<file path="src/rtl/pc_sequencer.sv">
// Program-counter sequencer: presents the fetch PC over valid/ready and applies prioritised
// redirects. A redirect that cannot fire yet is held until fetch accepts the current PC.
module pc_sequencer #(
  parameter int unsigned     DW       = 64,
  parameter logic [DW-1:0]   RESET_PC = DW'(64'h8000_0000),
  parameter int unsigned     IALIGN   = 4
) (
  input  logic          clk,
  input  logic          rstn,
  output logic          o_if_valid,
  input  logic          i_if_ready,
  output logic          o_if_kill,
  output logic [DW-1:0] o_pc,
  output logic [DW-1:0] o_snxt_pc,
  output logic [DW-1:0] o_dnxt_pc,
  input  logic [DW-1:0] i_ex_pc,
  input  logic [DW-1:0] i_imm,
  input  logic [DW-1:0] i_result,
  input  logic          i_br_en,
  input  logic          i_jal_en,
  input  logic          i_jalr_en,
  input  logic          i_trap_en,
  input  logic [DW-1:0] i_trap_vec,
  input  logic          i_mret_en,
  input  logic [DW-1:0] i_epc,
  output logic          o_misalign,
  output logic [DW-1:0] o_misalign_addr
);

  localparam logic [DW-1:0] AlignMask = DW'(IALIGN - 1);
  localparam logic [DW-1:0] OddMask   = DW'(1);
  localparam logic [DW-1:0] Step      = DW'(4);

  typedef enum logic [1:0] {StBoot, StRun, StHold} state_e;

  state_e        r_state;
  logic [DW-1:0] r_pc;
  logic [DW-1:0] r_pend;
  logic          r_valid;
  logic          r_misalign;
  logic [DW-1:0] r_misalign_addr;

  state_e        w_state_nxt;
  logic [DW-1:0] w_pc_nxt;
  logic [DW-1:0] w_pend_nxt;
  logic          w_kill;
  logic          w_fire;
  logic          w_tm_en;
  logic [DW-1:0] w_tm_tgt;
  logic          w_cj_en;
  logic [DW-1:0] w_cj_tgt;
  logic          w_cj_mis;
  logic          w_run_redir;
  logic [DW-1:0] w_run_tgt;
  logic          w_raise_mis;

  assign w_fire = r_valid & i_if_ready;

  // Trap and mret targets are forced aligned; they can never raise a misalign.
  assign w_tm_en  = i_trap_en | i_mret_en;
  assign w_tm_tgt = i_trap_en ? (i_trap_vec & ~AlignMask) : (i_epc & ~AlignMask);

  assign w_cj_en  = i_jalr_en | i_jal_en | i_br_en;
  assign w_cj_tgt = i_jalr_en ? (i_result & ~OddMask) :
                    i_jal_en  ? i_result : (i_ex_pc + i_imm);
  assign w_cj_mis = |(w_cj_tgt & AlignMask);

  assign w_run_redir = w_tm_en | (w_cj_en & ~w_cj_mis);
  assign w_run_tgt   = w_tm_en ? w_tm_tgt : w_cj_tgt;
  assign w_raise_mis = (r_state == StRun) & w_cj_en & w_cj_mis & ~w_tm_en;

  always_comb begin
    w_state_nxt = r_state;
    w_pc_nxt    = r_pc;
    w_pend_nxt  = r_pend;
    w_kill      = 1'b0;
    unique case (r_state)
      StBoot: w_state_nxt = StRun;
      StRun: begin
        if (w_run_redir) begin
          if (w_fire) begin
            w_pc_nxt = w_run_tgt;
            w_kill   = 1'b1;
          end else begin
            w_pend_nxt  = w_run_tgt;
            w_state_nxt = StHold;
          end
        end else if (w_fire) begin
          w_pc_nxt = r_pc + Step;
        end
      end
      StHold: begin
        // Execute-stage jumps seen here are wrong-path; only trap/mret may retarget.
        if (w_fire) begin
          w_pc_nxt    = w_tm_en ? w_tm_tgt : r_pend;
          w_kill      = 1'b1;
          w_state_nxt = StRun;
        end else if (w_tm_en) begin
          w_pend_nxt = w_tm_tgt;
        end
      end
      default: w_state_nxt = StBoot;
    endcase
    if (!rstn) begin
      w_pc_nxt = RESET_PC;
    end
  end

  always_ff @(posedge clk) begin
    if (!rstn) begin
      r_state         <= StBoot;
      r_pc            <= RESET_PC;
      r_pend          <= '0;
      r_valid         <= 1'b0;
      r_misalign      <= 1'b0;
      r_misalign_addr <= '0;
    end else begin
      r_state    <= w_state_nxt;
      r_pc       <= w_pc_nxt;
      r_pend     <= w_pend_nxt;
      r_valid    <= (w_state_nxt != StBoot);
      r_misalign <= w_raise_mis;
      if (w_raise_mis) begin
        r_misalign_addr <= w_cj_tgt;
      end
    end
  end

  assign o_if_valid      = r_valid;
  assign o_if_kill       = w_kill;
  assign o_pc            = r_pc;
  assign o_snxt_pc       = r_pc + Step;
  assign o_dnxt_pc       = w_pc_nxt;
  assign o_misalign      = r_misalign;
  assign o_misalign_addr = r_misalign_addr;

endmodule
</file>
<file path="config.mk">
export PLATFORM = sky130hd
export DESIGN_NAME = pc_sequencer
export DESIGN_NICKNAME = d
export VERILOG_FILES = /design/src/rtl/pc_sequencer.sv
export SDC_FILE = /design/constraint.sdc
export NUM_CORES = 1
export LEC_CHECK = 0
export ABC_AREA = 1
export BUFFER_PORTS_ARGS = -buffer_cell sky130_fd_sc_hd__clkbuf_2
export CAP_MARGIN = 0
export CELL_PAD_IN_SITES_DETAIL_PLACEMENT = 1
export CELL_PAD_IN_SITES_GLOBAL_PLACEMENT = 2
export CORE_MARGIN = 2
export CORE_UTILIZATION = 28
export DETAILED_ROUTE_END_ITERATION = 7
export MAX_ROUTING_LAYER = met4
export PLACE_DENSITY_LB_ADDON = 0.1
export RECOVER_POWER = 25
export SETUP_SLACK_MARGIN = 0.4
export SKIP_LAST_GASP = 1
export SYNTH_ARGS = -nofsm -noshare
export SYNTH_HDL_FRONTEND = slang
export SYNTH_SLANG_ARGS = --single-unit
</file>
<file path="constraint.sdc">
create_clock -name clk -period 4.1 [get_ports clk]
set_clock_uncertainty 0.2 [all_clocks]
set_input_delay 0.205 -clock clk [delete_from_list [all_inputs] [get_ports clk]]
set_output_delay 0.205 -clock clk [all_outputs]
set_load 0.005 [all_outputs]
</file>
==> results of run 1 <==
-- cells by family after synthesis --
kind of cell / after synthesis / synth area share (%)
fa+ha+maj: 70 / 4.44
flops: 196 / 19.7
buf+inv: 674 / 13.1
simple gates: 1786 / 36.9
compound gates: 753 / 22.5
xor+xnor: 77 / 3.39
-- layer usage --
layer	GRT usage, %	up-vias
met5	-	-
met4	7.97	0
met3	3.00	107
met2	53.3	667
met1	38.5	12167
li1	-	12652
-- critical path, cell delays in order (launching register included) --
cell	delay (ns)
dfxtp_1	0.52
nand2_1	0.21
nor2_2	0.17
nand2_1	0.14
nor4_2	0.42
nand4_1	0.23
nor3_1	0.31
xor2_1	0.18
a21oi_1	0.18
nand2_1	0.09
a21oi_1	0.16
clkbuf_2	0.14
-- power by group through the flow --
| stage | Combinational, mW | Clock, mW | Sequential (mW) |
|---|---|---|---|
| after floorplan | 2.16 | 0 | 2.39 |
| after detailed placement | 3.82 | 0 | 2.46 |
| final | 3.89 | 1.87 | 2.42 |
| after CTS | 3.89 | 1.90 | 2.42 |
| after global placement | 3.79 | 0 | 2.46 |
| after global routing | 4.30 | 1.97 | 2.45 |
-- Yosys cell counts (4+ instances only) --
cell / number / area [sq um]
a21oi_1: 271 / 1360
xor2_1: 61 / 534
a21oi_2: 45 / 394
inv_2: 9 / 33.8
nand2_1: 1142 / 4290
nand3_1: 234 / 1170
clkbuf_1: 123 / 462
buf_1: 11 / 41.3
buf_2: 17 / 85.1
o211ai_1: 33 / 248
o21a_1: 4 / 30.0
a211oi_1: 7 / 52.6
a221oi_1: 11 / 96.3
o21ai_1: 5 / 25.0
buf_4: 4 / 30.0
buf_6: 6 / 67.6
ha_1: 69 / 863
or2_2: 10 / 62.6
o221ai_1: 48 / 420
o21bai_1: 16 / 120
nand4_1: 22 / 138
o21ai_0: 266 / 1330
nor2_1: 280 / 1050
inv_1: 500 / 1880
nor3_1: 49 / 245
a221oi_2: 8 / 120
dfxtp_1: 196 / 3920
nand3b_1: 8 / 60.1
nor4_1: 14 / 87.6
xnor2_1: 16 / 140
nor2_4: 6 / 67.6
a31oi_1: 27 / 169
o221a_2: 5 / 56.3
-- worst max-delay path by stage --
stage	start	end	slack [ns]	cells past startpoint
after floorplan	i_ex_pc[0]	o_dnxt_pc[62]	1.52	15
after global placement	i_ex_pc[0]	o_dnxt_pc[38]	0.45	19
after detailed placement	i_ex_pc[0]	o_dnxt_pc[28]	0.38	16
after CTS	o_pc[21]$_SDFF_PN0_	o_dnxt_pc[56]	0.34	11
after global routing	o_pc[8]$_SDFF_PN0_	o_dnxt_pc[63]	0.22	14
final	o_pc[8]$_SDFF_PN0_	o_dnxt_pc[41]	0.43	11
-- stage by stage --
stage               hold WS, ns  setup WS (ns)  power [mW]  std cells  utilization, %
detailed placement        0.252          0.382        6.28       4985            34.1
floorplan                 0.187           1.52        4.54       3556               -
global placement          0.249          0.448        6.25       4985            34.1
global route             0.0211          0.216        8.73       5083            36.1
finish                  0.00334          0.430        8.18       5083            36.1
CTS                    0.000574          0.337        8.21       5079            35.9
-- final cells by class --
cell class | instances | area, sq um | area share [%]
repair buffers | 716 | 4040 | 15.9
clock inverters | 15 | 170 | 0.670
inverters | 513 | 1940 | 7.63
flip-flops and latches | 196 | 3920 | 15.5
well taps | 940 | 1180 | 4.63
multi-input cells | 2686 | 13700 | 54.0
clock buffers | 17 | 425 | 1.68
-- sequential cells by signal, summed over array words and instances, names as in the netlist --
| register | cells |
|---|---|
| o_misalign_addr | 64 |
| o_pc | 64 |
| r_pend | 64 |
| r_state | 2 |
| o_if_valid | 1 |
| o_misalign | 1 |
-- repair_timing --
action	4_1_cts	5_1_grt
buffers inserted	4	4
hold buffers	58	0
endpoints found under the hold margin	70	0
pin swaps	3	3
gates resized for setup	19	64
endpoints found under the setup margin	14	49
==> summary.md, run 1 <==
| Metric | Value |
|---|---|
| Crit end category | `output pin` |
| Post-route setup TNS | `0 ns` |
| Netlist cell types | `54` |
| Site Rows | `97` |
| Mapped Area | `19,900 sq um` |
| Drt total wl | `112 mm` |
| Reg clk slew, reported paths | `0.09 ns` |
| Register-to-Register Path Depth | `9` |
| WP data required | `3.69 ns` |
| Gpl congestion | `0.986` |
| Max Clock Freq | `0.273 GHz` |
| Endpoints failing setup | `0` |
| Placed inst area | `23,900 sq um` |
| Vias | `25,593` |
| Die Span X | `271 um` |
| Ratio of cells with drive above 1 in the final layout | `19.0%` |
| Status | `finished, final reports clean` |
| CTS tree | `yes` |
| Clock root buffer | `clkbuf_16` |
| CP Max Fanout | `6` |
| DR WL met3 | `4.40 mm` |
| Cts bufs inserted | `17` |
| Vias in the first global route | `25,896` |
| Switching Fraction | `47.1%` |
| Initial Util | `28.3%` |
| Clock latency on the worst-skew pair | `0.52 ns` |
| Pint | `4.33 mW` |
| IO Port Bufs | `582` |
| Buffer depth of the longest clock path | `2` |
| Slew Viols, Final | `0` |
| Slew @ Worst Pin | `0.892 ns` |
| Via density | `5.04` |
| Drt initial violations | `1,679` |
| Async set-or-reset flop fraction in the synthesized netlist | `0%` |
| Comb pwr share | `47.6%` |
| Seq/Total Area, Yosys | `19.7%` |
| Startpoint of the worst hold path | `i_result[14]` |
| R2R setup slack | `0.96 ns` |
| Fin nets | `4,528` |
| Sequential share of power | `29.6%` |
| Tot GR Track Use | `30.9%` |
| RSZ-0062 raised after global routing | `yes` |
| # IOs | `587` |
| Crit path arrival time | `3.26 ns` |
| Synth Register Bits | `196` |
| DRC Markers | `0` |
| Period minus WS final | `3.67 ns` |
| ANT nets after route | `0` |
| CP Launch Type | `flop` |
| Worst hold path class | `primary input to flop` |
| CTS H-tree depth | `4` |
| Drt wl/cell | `22.1 um` |
| Peak supply drop | `0.255 mV` |
| Clk pwr share | `22.8%` |
| # Max-Cap Violations | `0` |
| Most frequent cells in the layout | `nand2_1 (1,137), clkbuf_2 (521), inv_1 (497)` |
| Layout area overhead | `27.4%` |
| Fill count | `9,638` |
| Met2 wire len | `54.8 mm` |
| Power Dens Cells | `322 nW/um^2` |
| Met1 wire length | `50.3 mm` |
| Dominant synthesized flop cell | `dfxtp_1` |
| Worst R2R End | `o_misalign_addr[4]$_SDFFE_PN0P_` |
| Largest net degree at the start of global routing | `61` |
| CORE AREA | `70,300 sq um` |
| Period utilization | `89.5%` |
| YS warnings | `0` |
| Top layer in use | `met4` |
| Syn_nets | `3,954` |
| NetSw | `3.85 mW` |
| Mapped Cells | `3,556` |
| DP HPWL | `92.9 mm` |
| Die Y | `271 um` |
| Global route total overflow | `0` |
| Pleak | `13.2 nW` |
| Hold Path End | `o_misalign_addr[14]$_SDFFE_PN0P_` |
| Syn_area_per_cell | `5.60 sq um` |
| RR Startpoint | `r_state[1]$_SDFF_PN0_` |
| Min-Delay Path Depth | `5` |
| Global-route wire length before repair | `165 mm` |
| Critical path class | `flop to output pin` |
| Drt pass-1 iters | `5` |
| Post-route cell area | `25,400 sq um` |
| Slew HR | `40.6%` |
| Die Area | `73,300 sq um` |
| Commonest non-fill, non-tap cell in the layout | `nand2_1` |
| Final hold vios | `0` |
| Clock Sinks | `196` |
| Initial antenna violation count | `0` |
| Diodes inserted | `0` |
| Number of synthesized flops with an enable pin | `0` |
Power figures use the tool's default switching activity.
==> run 2: changes to the inputs <==
Settings changed: PLACE_DENSITY_LB_ADDON 0.1 to 0.12.
==> summary.md, run 2 (synthesis gave the netlist of run 1 again) <==
| Metric | Value |
|---|---|
| Die Area | `73,300 sq um (unchanged)` |
| Slew HR | `46.2% (+5.6 points)` |
| Final hold vios | `0 (unchanged)` |
| Drt wl/cell | `22.0 um (-0.60%)` |
| Status | `finished, final reports clean` |
| Site Rows | `97 (unchanged)` |
| Global route total overflow | `0 (unchanged)` |
| Vias in the first global route | `25,583 (-1.2%)` |
| Drt pass-1 iters | `5 (unchanged)` |
| Buffer depth of the longest clock path | `2 (unchanged)` |
| RSZ-0062 raised after global routing | `yes` |
| Clock Sinks | `196 (unchanged)` |
| Cts bufs inserted | `17 (unchanged)` |
| CTS tree | `yes` |
| Endpoints failing setup | `0 (unchanged)` |
| Tot GR Track Use | `30.7% (-0.18 points)` |
| CP Launch Type | `flop` |
| Drt total wl | `112 mm (-0.52%)` |
| Register-to-Register Path Depth | `13 (+4)` |
| IO Port Bufs | `582 (unchanged)` |
| Power Dens Cells | `320 nW/um^2 (-0.58%)` |
| Max Clock Freq | `0.269 GHz (-1.3%)` |
| Ratio of cells with drive above 1 in the final layout | `18.3% (-0.65 points)` |
| CTS H-tree depth | `4 (unchanged)` |
| Via density | `5.03 (-0.14%)` |
| Post-Place Worst Slack | `0.268 ns (-0.115 ns)` |
| Largest net degree at the start of global routing | `90 (+48%)` |
| # Max-Cap Violations | `0 (unchanged)` |
| CP Max Fanout | `7 (+1)` |
| Worst hold path class | `primary input to flop` |
| Fin nets | `4,532 (+0.088%)` |
| Top layer in use | `met4` |
| CP cell instances | `clkbuf_1, nand4_1, or2_2, nor2_1, nand3_1, nor2_1, xor2_1, inv_1, o21ai_0, o21ai_0, nand2_1, a21oi_2, clkbuf_2` |
| Peak supply drop | `0.263 mV (+3.4%)` |
| Drt initial violations | `1,740 (+3.6%)` |
| Peak per-stage delay on the critical path | `0.38 ns (-0.14 ns)` |
| Layout area overhead | `27.4% (about the same)` |
| Post-route setup TNS | `0 ns (unchanged)` |
| Slew @ Worst Pin | `0.807 ns (-0.0846 ns)` |
| Crit end category | `output pin` |
| CORE AREA | `70,300 sq um (unchanged)` |
| Gpl congestion | `0.973 (-1.3%)` |
| DRC Markers | `0 (unchanged)` |
| Initial antenna violation count | `0 (unchanged)` |
| Critical path class | `flop to output pin` |
| Slew Viols, Final | `0 (unchanged)` |
| Diodes inserted | `0 (unchanged)` |
| Period utilization | `90.7% (+1.2 points)` |
| Die Y | `271 um (unchanged)` |
| Global-route wire length before repair | `165 mm (-0.40%)` |
| Pleak | `13.2 nW (-0.18%)` |
| Critical-path top delay cell | `or2_2` |
| Commonest non-fill, non-tap cell in the layout | `nand2_1` |
| Clock latency on the worst-skew pair | `0.53 ns (about the same)` |
| Initial Util | `28.3% (unchanged)` |
| Reg clk slew, reported paths | `0.09 ns (about the same)` |
| DP HPWL | `92.0 mm (-0.95%)` |
| Design Power | `8.13 mW (-0.57%)` |
| ANT nets after route | `0 (unchanged)` |
| Period minus WS final | `3.72 ns (+0.0476 ns)` |
| Crit path arrival time | `3.31 ns (+0.05 ns)` |
| Clock root buffer | `clkbuf_16` |
| Met1 wire length | `50.9 mm (+1.3%)` |
| Most frequent cells in the layout | `nand2_1 (1,139), clkbuf_2 (515), inv_1 (498)` |
| # IOs | `587 (unchanged)` |
| Vias | `25,578 (-0.059%)` |
| Die Span X | `271 um (unchanged)` |
| DR WL met3 | `4.37 mm (-0.68%)` |
| Min-Delay Path Depth | `5 (unchanged)` |
| WP data required | `3.69 ns (about the same)` |
| Final WS setup | `0.383 ns (-0.0476 ns)` |
| Met2 wire len | `53.7 mm (-1.9%)` |
run 2: cell types whose count changed in the layout (fill, tap and decap cells not counted), moves of 3 or more:
cell           change
a21oi_1            +3
buf_4              -9
clkbuf_1           +7
clkbuf_2           -6
dlygate4sd3_1     +12
xor2_1             +3
xor2_2             -3
run 2: repair_timing:
action                                  CTS  global route
hold buffers                             69             1
setup buffers                             3             8
cloned                                    0             0
pin swaps                                 2             6
gates resized for setup                  19            50
hold endpoints to repair                 62             1
endpoints found under the setup margin   23            39
run 2: per-stage QoR:
stage / utilization, % / instances / hold WS [ns] / cell area, sq um
2_1_floorplan: - / 3556 / 0.187 / 19900
3_3_place_gp: 33.9 / 4974 / 0.249 / 23800
3_5_place_dp: 33.9 / 4974 / 0.252 / 23800
4_1_cts: 35.9 / 5078 / 0.000878 / 25200
5_1_grt: 36.1 / 5087 / 0.00847 / 25400
6_report: 36.1 / 5087 / 0.00500 / 25400
run 2: per-layer routing:
layer	GRT usage, %	vias to the layer above
met3	3.51	83
li1	-	12686
met1	38.6	12160
met2	52.2	649
met5	-	-
met4	7.88	0
run 2: power breakdown:
part,total [mW],leakage (nW),internal (mW),switching (mW)
logic,3.84,11.3,1.30,2.54
registers,2.43,1.60,2.14,0.289
clock network,1.86,0.287,0.867,0.996
total,8.13,13.2,4.31,3.82
run 2: path summary, 6_finish.rpt:
check                                              from                               end  slack (ns)
worst max register to register       o_pc[8]$_SDFF_PN0_               o_pc[31]$_SDFF_PN1_        0.80
worst min-delay path                       i_result[35]  o_misalign_addr[35]$_SDFFE_PN0P_       0.005
worst max-delay path                o_pc[42]$_SDFF_PN0_                     o_dnxt_pc[63]        0.38
worst min register to register  r_pend[25]$_SDFFE_PN0P_           r_pend[25]$_SDFFE_PN0P_        0.26
run 2: critical path, delay by kind of cell, from the launching register on:
kind,cells,cell delay (ns)
compound gates,3,0.41
xor+xnor,1,0.08
buf+inv,3,0.69
flops,1,0.32
simple gates,6,1.27
run 2: cell type report:
cell class                 count  area, sq um
multi-input combinational   2686        13700
sequential                   196         3920
inverter                     513         1940
timing repair buffer         720         4100
fill                        9663        44900
clock buffer                  17          425
tap                          940         1180
clock inverter                15          164
==> run 3: changes to the inputs <==
==> constraint.sdc (replaced) <==
create_clock -name clk -period 4.1 [get_ports clk]
set_clock_uncertainty 0.2 [all_clocks]
set_input_delay 0.205 -clock clk [delete_from_list [all_inputs] [get_ports clk]]
set_output_delay 0.205 -clock clk [all_outputs]
set_load 0.1 [all_outputs]
==> summary.md, run 3 (synthesis gave the netlist of run 1 again) <==
| Metric | Value |
|---|---|
| Switching Fraction | `59.8% (+13 points)` |
| RSZ-0062 raised after global routing | `yes` |
| NetSw | `7.02 mW (+84%)` |
| Max Clock Freq | `0.271 GHz (+0.72%)` |
| Via density | `5.08 (+1.0%)` |
| Sequential share of power | `21.2% (-8.7 points)` |
| Design Power | `11.7 mW (+44%)` |
| Die Area | `73,300 sq um (unchanged)` |
| Buffer depth of the longest clock path | `2 (unchanged)` |
| Post-Place Worst Slack | `0.317 ns (+0.0490 ns)` |
| Peak per-stage delay on the critical path | `0.39 ns (about the same)` |
| Pint | `4.73 mW (+9.6%)` |
| Failing checks | `negative hold slack` |
| Clock Sinks | `196 (unchanged)` |
| Slew HR | `10.4% (-36 points)` |
| Initial Util | `28.3% (unchanged)` |
| Global-route wire length before repair | `167 mm (+1.4%)` |
| Final WS setup | `0.409 ns (+0.0264 ns)` |
| Layout area overhead | `35.3%` |
| Clock root buffer | `clkbuf_16` |
| DRC Markers | `0 (unchanged)` |
| CORE AREA | `70,300 sq um (unchanged)` |
| Die Span X | `271 um (unchanged)` |
| Final hold vios | `1 (+1)` |
| Post-route cell area | `26,900 sq um (+6.1%)` |
| WHS | `-0.000415 ns (-0.00541 ns)` |
| CP Max Fanout | `5 (-2)` |
| Status | `complete, but fails checks` |
| Commonest non-fill, non-tap cell in the layout | `nand2_1` |
| # Max-Cap Violations | `0 (unchanged)` |
| Peak supply drop | `0.377 mV (+43%)` |
| Comb pwr share | `63.3% (+16 points)` |
| IO Port Bufs | `582 (unchanged)` |
| WP data required | `3.69 ns (about the same)` |
| Drt pass-1 iters | `5 (unchanged)` |
| Largest net degree at the start of global routing | `128 (+42%)` |
| Drt initial violations | `1,483 (-15%)` |
| CTS tree | `yes` |
| Tot GR Track Use | `31.1% (+0.42 points)` |
| Site Rows | `97 (unchanged)` |
| Period utilization | `90.0% (-0.64 points)` |
| Initial antenna violation count | `2 (+2)` |
| Vias in the first global route | `26,098 (+2.0%)` |
| Critical path class | `flop to output pin` |
| Crit end category | `output pin` |
| DP HPWL | `92.7 mm (+0.80%)` |
| Drt total wl | `113 mm (+1.2%)` |
| Global route total overflow | `0 (unchanged)` |
| Slew Viols, Final | `0 (unchanged)` |
| # IOs | `587 (unchanged)` |
| Ratio of cells with drive above 1 in the final layout | `21.0% (+2.6 points)` |
| Drt wl/cell | `22.2 um (+1.1%)` |
| Die Y | `271 um (unchanged)` |
| Power Dens Cells | `436 nW/um^2 (+36%)` |
| CP Launch Type | `flop` |
| Worst hold path class | `primary input to flop` |
| CTS H-tree depth | `4 (unchanged)` |
| Endpoints failing setup | `0 (unchanged)` |
| Placed inst area | `25,200 sq um (+5.8%)` |
| Post-route setup TNS | `0 ns (unchanged)` |
| Slew @ Worst Pin | `1.35 ns (+0.542 ns)` |
| Most frequent cells in the layout | `nand2_1 (1,132), inv_1 (496), clkbuf_2 (404)` |
| Critical-path top delay cell | `nor4_4` |
| Gpl congestion | `0.985 (+1.3%)` |
| Fin nets | `4,534 (+0.044%)` |
| Clk pwr share | `15.5% (-7.4 points)` |
| Clock latency on the worst-skew pair | `0.52 ns (about the same)` |
| Period minus WS final | `3.69 ns (-0.0264 ns)` |
| Crit path arrival time | `3.29 ns (-0.02 ns)` |
| Reg clk slew, reported paths | `0.10 ns (about the same)` |
| CP most frequent cell | `nand2_1` |
| ANT nets after route | `0 (unchanged)` |
| Cts bufs inserted | `17 (unchanged)` |
| Vias | `25,858 (+1.1%)` |
| CP cell instances | `clkinvlp_4, nor4_4, nand2_1, nor2_1, nand2_1, nor2_1, xor2_1, a21oi_1, nand2_1, a21oi_2, buf_12` |
| Pleak | `13.3 nW (+1.3%)` |
==> run 3: changes by cell type in the layout (fill, tap and decap cells not counted), sizes merged <==
cell         previous run  this run
buf                    66       142
clkbuf                601       534
dlygate4sd3            70        63
inv                   520       517
clkinv                  6         8
clkinvlp                1         3
diode                   0         2
bufinv                  1         0
==> run 3: metal layers <==
metal | wire (um) | vias to the layer above | track usage [%]
met5 | 0 | - | -
met4 | 3170 | 0 | 8.97
met3 | 4710 | 103 | 3.87
met2 | 55300 | 654 | 53.5
met1 | 49900 | 12427 | 38.1
li1 | - | 12674 | -
==> run 3: cell type report <==
cell class,count,area [sq um]
multi-input combinational,2686,14200
clock inverter,15,160
sequential,196,4000
clock buffer,17,425
antenna,2,5.00
tap,940,1180
inverter,513,1950
timing repair buffer,722,5030
fill,9457,43300
==> run 3: timing repair <==
item | in CTS | in global routing
gates cloned | 0 | 0
hold buffers | 63 | 0
buffers inserted | 13 | 12
resized for setup | 33 | 68
endpoints found under the hold margin | 59 | 0
setup endpoints to repair | 48 | 63
pin swaps | 10 | 15
==> run 3: final timing paths <==
check	from	end	slack, ns	depth (start not counted)
max	o_pc[19]$_SDFF_PN0_	o_dnxt_pc[57]	0.41	11
min	i_result[16]	o_misalign_addr[16]$_SDFFE_PN0P_	-0.0004	5
max reg2reg	o_if_valid$_SDFF_PN0_	r_pend[45]$_SDFFE_PN0P_	0.89	10
min reg2reg	r_pend[25]$_SDFFE_PN0P_	r_pend[25]$_SDFFE_PN0P_	0.26	2
==> run 3: power groups by stage <==
stage / Clock (mW) / Combinational, mW / Sequential, mW
global route: 1.92 / 7.85 / 2.52
floorplan: 0 / 4.13 / 3.54
CTS: 1.87 / 7.41 / 2.48
finish: 1.82 / 7.43 / 2.49
detailed placement: 0 / 7.31 / 2.52
global placement: 0 / 7.28 / 2.52
==> run 3: critical path: cells and delay by family (launching register included) <==
family | cells | cell delay [ns]
XOR/XNOR | 1 | 0.19
AND/OR/NAND/NOR | 6 | 1.43
AO/OA/AOI/OAI | 2 | 0.37
flip-flops | 1 | 0.38
buffers and inverters | 2 | 0.40
==> run 3: metrics by stage <==
step           std cells  util (%)  hold WS (ns)
2_1_floorplan       3556         -         0.187
3_3_place_gp        4969      35.9         0.248
3_5_place_dp        4969      35.9         0.252
4_1_cts             5077      38.0      0.000431
5_1_grt             5091      38.3        0.0299
6_report            5091      38.3     -0.000415
